`src/rtl/rr_mux_reg.sv`:
```
// rr_mux_reg: N-channel, WIDTH-bit multiplexer with valid/ready handshakes.
// Picks one requester per cycle, either by round-robin arbitration or by a
// forced fixed select, and captures it into a one-entry output register.
// The output register gives one cycle of latency and one word per cycle.
module rr_mux_reg #(
    parameter int WIDTH = 32,
    parameter int N     = 2,
    parameter int SEL_W = 3
) (
    input  logic                 clk,
    input  logic                 rst,
    input  logic [N*WIDTH-1:0]   in_data,
    input  logic [N-1:0]         in_valid,
    output logic [N-1:0]         in_ready,
    input  logic                 force_en,
    input  logic [SEL_W-1:0]     force_sel,
    output logic [WIDTH-1:0]     out_data,
    output logic [SEL_W-1:0]     out_sel,
    output logic                 out_valid,
    input  logic                 out_ready
);

    logic [SEL_W-1:0] ptr;
    logic             can_load;
    logic [N-1:0]     force_onehot;
    logic [N-1:0]     elig;
    logic             grant_any;
    logic [SEL_W-1:0] grant_idx;
    logic [N-1:0]     grant;
    logic [WIDTH-1:0] grant_data;
    logic             in_xfer;

    // The register can take a new word when empty or when its word drains now.
    assign can_load = !out_valid || out_ready;

    // Eligible channels; a force_sel outside 0..N-1 matches nothing.
    always_comb begin
        force_onehot = '0;
        for (int i = 0; i < N; i++) begin
            force_onehot[i] = (force_sel == SEL_W'(i));
        end
        elig = force_en ? (in_valid & force_onehot) : in_valid;
    end

    // Round-robin scan from ptr upward, then wrap to the channels below ptr.
    always_comb begin
        grant_any = 1'b0;
        grant_idx = '0;
        for (int i = 0; i < N; i++) begin
            if (!grant_any && elig[i] && (SEL_W'(i) >= ptr)) begin
                grant_any = 1'b1;
                grant_idx = SEL_W'(i);
            end
        end
        for (int i = 0; i < N; i++) begin
            if (!grant_any && elig[i] && (SEL_W'(i) < ptr)) begin
                grant_any = 1'b1;
                grant_idx = SEL_W'(i);
            end
        end
    end

    // Expand the winning index into a one-hot grant and select its data word.
    always_comb begin
        grant      = '0;
        grant_data = '0;
        for (int i = 0; i < N; i++) begin
            if (grant_any && (grant_idx == SEL_W'(i))) begin
                grant[i]   = 1'b1;
                grant_data = in_data[i*WIDTH +: WIDTH];
            end
        end
    end

    assign in_ready = grant & {N{can_load && !rst}};
    assign in_xfer  = |(in_valid & in_ready);

    // Output register and round-robin pointer; pointer only moves on
    // round-robin transfers so forced bursts do not disturb fairness order.
    always_ff @(posedge clk) begin
        if (rst) begin
            out_valid <= 1'b0;
            out_data  <= '0;
            out_sel   <= '0;
            ptr       <= '0;
        end else begin
            if (in_xfer) begin
                out_data  <= grant_data;
                out_sel   <= grant_idx;
                out_valid <= 1'b1;
                if (!force_en) begin
                    ptr <= (grant_idx == SEL_W'(N-1)) ? '0 : grant_idx + SEL_W'(1);
                end
            end else if (out_valid && out_ready) begin
                out_valid <= 1'b0;
            end
        end
    end

endmodule

```
`config.mk`:
```
export PLATFORM = sky130hd
export DESIGN_NAME = rr_mux_reg
export DESIGN_NICKNAME = d
export VERILOG_FILES = /design/src/rtl/rr_mux_reg.sv
export SDC_FILE = /design/constraint.sdc
export NUM_CORES = 1
export LEC_CHECK = 0
export ABC_CLOCK_PERIOD_IN_PS = 2850
export BUFFER_PORTS_ARGS = -buffer_cell sky130_fd_sc_hd__clkbuf_2
export CORE_MARGIN = 2
export CORE_UTILIZATION = 40
export CTS_CLUSTER_SIZE = 8
export DETAILED_ROUTE_END_ITERATION = 12
export PLACE_DENSITY = 0.81
export SLEW_MARGIN = 20
export SYNTH_ARGS = -nofsm -noshare
export SYNTH_HDL_FRONTEND = slang
export SYNTH_SLANG_ARGS = --single-unit
```
`constraint.sdc`:
```
create_clock -name clk -period 2.85 [get_ports clk]
set_clock_uncertainty 0.2 [all_clocks]
set_input_delay 0.285 -clock clk [delete_from_list [all_inputs] [get_ports clk]]
set_output_delay 0.285 -clock clk [all_outputs]
set_load 0.02 [all_outputs]
```
==> results.py <==
metrics = {
    "synthesis": {
        "synth.avg_cell_area_um2": 9.86,
        "synth-async-reset-ratio": 0,
        "synthCells": 171,
        "yosys_warnings": 0,
        "yosysUniqueCellTypes": 27,
        "syn-cell-area_mm2": 0.00169,
        "ys.flop_type": "dfxtp_1",
        "synth-seq-cells": 35,
        "ys_seq_area_frac": 0.415,
        "synth_enable_flop_cells": 0,
    },
    "sta": {
        "max_freq_ghz": 0.468,
        "finalCritPeriodShare": 0.750,
        "post-route-min-period_ps": 2140,
        "fin_tns_setup_ps": 0,
        "setup_viol": 0,
        "rsz0062_at_grt": "no",
        "hold_viol_final": 0,
        "worst_pin_slew_ps": 566,
        "relSlewSlack": 0.622,
        "slew_viol_final": 0,
    },
    "run_status": {
        "status": "finished, final reports clean",
    },
    "cells_and_area": {
        "register_area_um2": 701,
        "multiInputGateArea_um2": 886,
        "final_cell_mix": "108 x clkbuf_2, 35 x dfxtp_1, 33 x nand2_1, 32 x mux2i_1, 23 x a22oi_1",
        "antenna_cells": 0,
        "instances_no_fill": 329,
        "final_util": 0.586,
        "syn2layout_area_growth_pct": 40.1,
        "fin_nets": 351,
        "mostFrequentLayoutCell": "clkbuf_2",
        "fill_cells": 365,
        "drive_gt1_frac": 0.484,
    },
    "global_routing": {
        "grt_usage": 0.175,
        "grt_pass1_wl_mm": 6.15,
        "first_global_vias": 1440,
        "grt_max_degree": 20,
        "grt_antenna_before_repair": 0,
        "grt_overflow_total": 0,
    },
    "clock_network": {
        "cts_hold_buf": 0,
        "cts.path.max_buffers": 2,
        "clk_pin_slew_ps": 70,
        "cts_setup_buffers": 0,
        "cts.sinks": 35,
        "numCtsBuffers": 5,
        "clockRootBuffer": "clkbuf_8",
        "clk_latency_ps": 280,
        "cts_tree": "yes",
        "h-tree-depth": 2,
        "ctsResizeCount": 0,
    },
    "placed_design": {
        "io_buffers": 108,
        "dpl.hpwl_mm": 3.14,
        "place_congestion": 0.685,
        "place_inst": 321,
    },
    "worst_setup_path": {
        "cpLargestDelayFamily": "simple AND/OR/NAND/NOR gates",
        "cp_data_arrival_time_ps": 1650,
        "cp.buffers_inverters": 3,
        "end_kind": "output pin",
        "crit_type": "in -> out",
        "max_stage_delay_ps": 400,
        "critPathMaxFanout": 18,
        "worst_path_most_repeated_cell": "clkbuf_2",
        "cpMaxStageDelayCell": "or3b_4",
        "r2r_slack_ps": 910,
        "cp-start-kind": "primary input",
        "path_cells": "clkbuf_2, or3b_4, a211oi_4, buf_4, and2_1, clkbuf_2",
        "required_ps": 2370,
    },
    "route": {
        "route.detailed.drc": 0,
        "viasPerCell": 4.91,
        "dr.pass1.iters": 4,
        "dr.first_iter.drc_count": 61,
        "drt_wl_total_mm": 4.10,
        "via_count": 1615,
        "ant_nets": 0,
        "wl_per_cell_um": 12.4,
    },
    "floorplan": {
        "rows": 23,
        "fp.dieW_um": 68.9,
        "dieArea_mm2": 0.00475,
        "coreArea_mm2": 0.00403,
        "io_pins": 111,
        "start_util": 0.419,
        "chipHeight_um": 68.9,
    },
    "min_path": {
        "hp-class": "in -> reg",
    },
    "pwr": {
        "p_leak_nw": 1.26,
        "power_density_mw_per_mm2": 499,
        "peakVddDrop_v": 0.000294,
    },
    "job": {
        "cap_violations": 0,
    },
}
## final timing paths
| kind | from | end | cells after the start |
|---|---|---|---|
| setup / recovery | force_sel[2] | in_ready[1] | 6 |
| hold / removal | rst | out_valid | 2 |
| setup reg to reg | out_valid | out_data[2] | 5 |
| hold reg to reg | out_data[17] | out_data[17] | 2 |
## state kept, by name, indices dropped and copies added (netlist names)
signal / cells
out_valid: 1
ptr: 1
out_data: 32
out_sel: 1
## cells in the mapped netlist (2+ instances only)
library cell | n | area (um^2)
buf_6 | 3 | 33.8
a22oi_1 | 23 | 173
inv_1 | 3 | 11.3
nor2_1 | 2 | 7.51
clkbuf_1 | 3 | 11.3
mux2i_1 | 32 | 320
a22oi_2 | 9 | 113
dfxtp_1 | 35 | 701
buf_2 | 6 | 30.0
nand2_1 | 33 | 124
nor2b_1 | 2 | 12.5
buf_4 | 3 | 22.5
a21oi_1 | 3 | 15.0
## cell families after synthesis
kind of cell | count (synthesis) | share of synthesized area
compound gates | 41 | 0.213
buf+inv | 18 | 0.0645
flops | 35 | 0.415
mux | 32 | 0.190
other cells | 1 | 0.00222
simple gates | 44 | 0.115
## power by group
group | internal (mW) | leakage (nW) | switching [mW] | total [mW]
logic | 0.114 | 0.920 | 0.137 | 0.251
clock network | 0.220 | 0.0505 | 0.176 | 0.396
registers | 0.518 | 0.285 | 0.0134 | 0.531
total | 0.851 | 1.26 | 0.327 | 1.18
## area by class of cell
cell class,instances,area share
clock buffer,7,0.0408
clock inverter,1,0.00318
inverter,3,0.00477
multi-input combinational,119,0.375
sequential,35,0.297
tap,50,0.0265
timing repair buffer,114,0.253
## through the flow
step / worst slack, ps / hold WS [ps] / power, mW / instance area (um^2)
floorplan: 1010 / 157 / 0.694 / 1690
global placement: 674 / 244 / 0.791 / 2260
detailed placement: 661 / 252 / 0.796 / 2260
CTS: 709 / 16.4 / 1.20 / 2360
global route: 640 / 19.7 / 1.24 / 2360
finish: 711 / 22.9 / 1.18 / 2360
## per-layer routing
layer  up-vias  share of wire  track usage  wire [um]
li1        822              -            -          -
met1       716           0.42        0.196       1710
met2        71           0.47        0.304       1930
met3         6          0.097       0.0666        398
met4         0          0.012       0.0588         49
met5         -              0            0          0
Note: power is estimated with default switching activity, not from simulation.
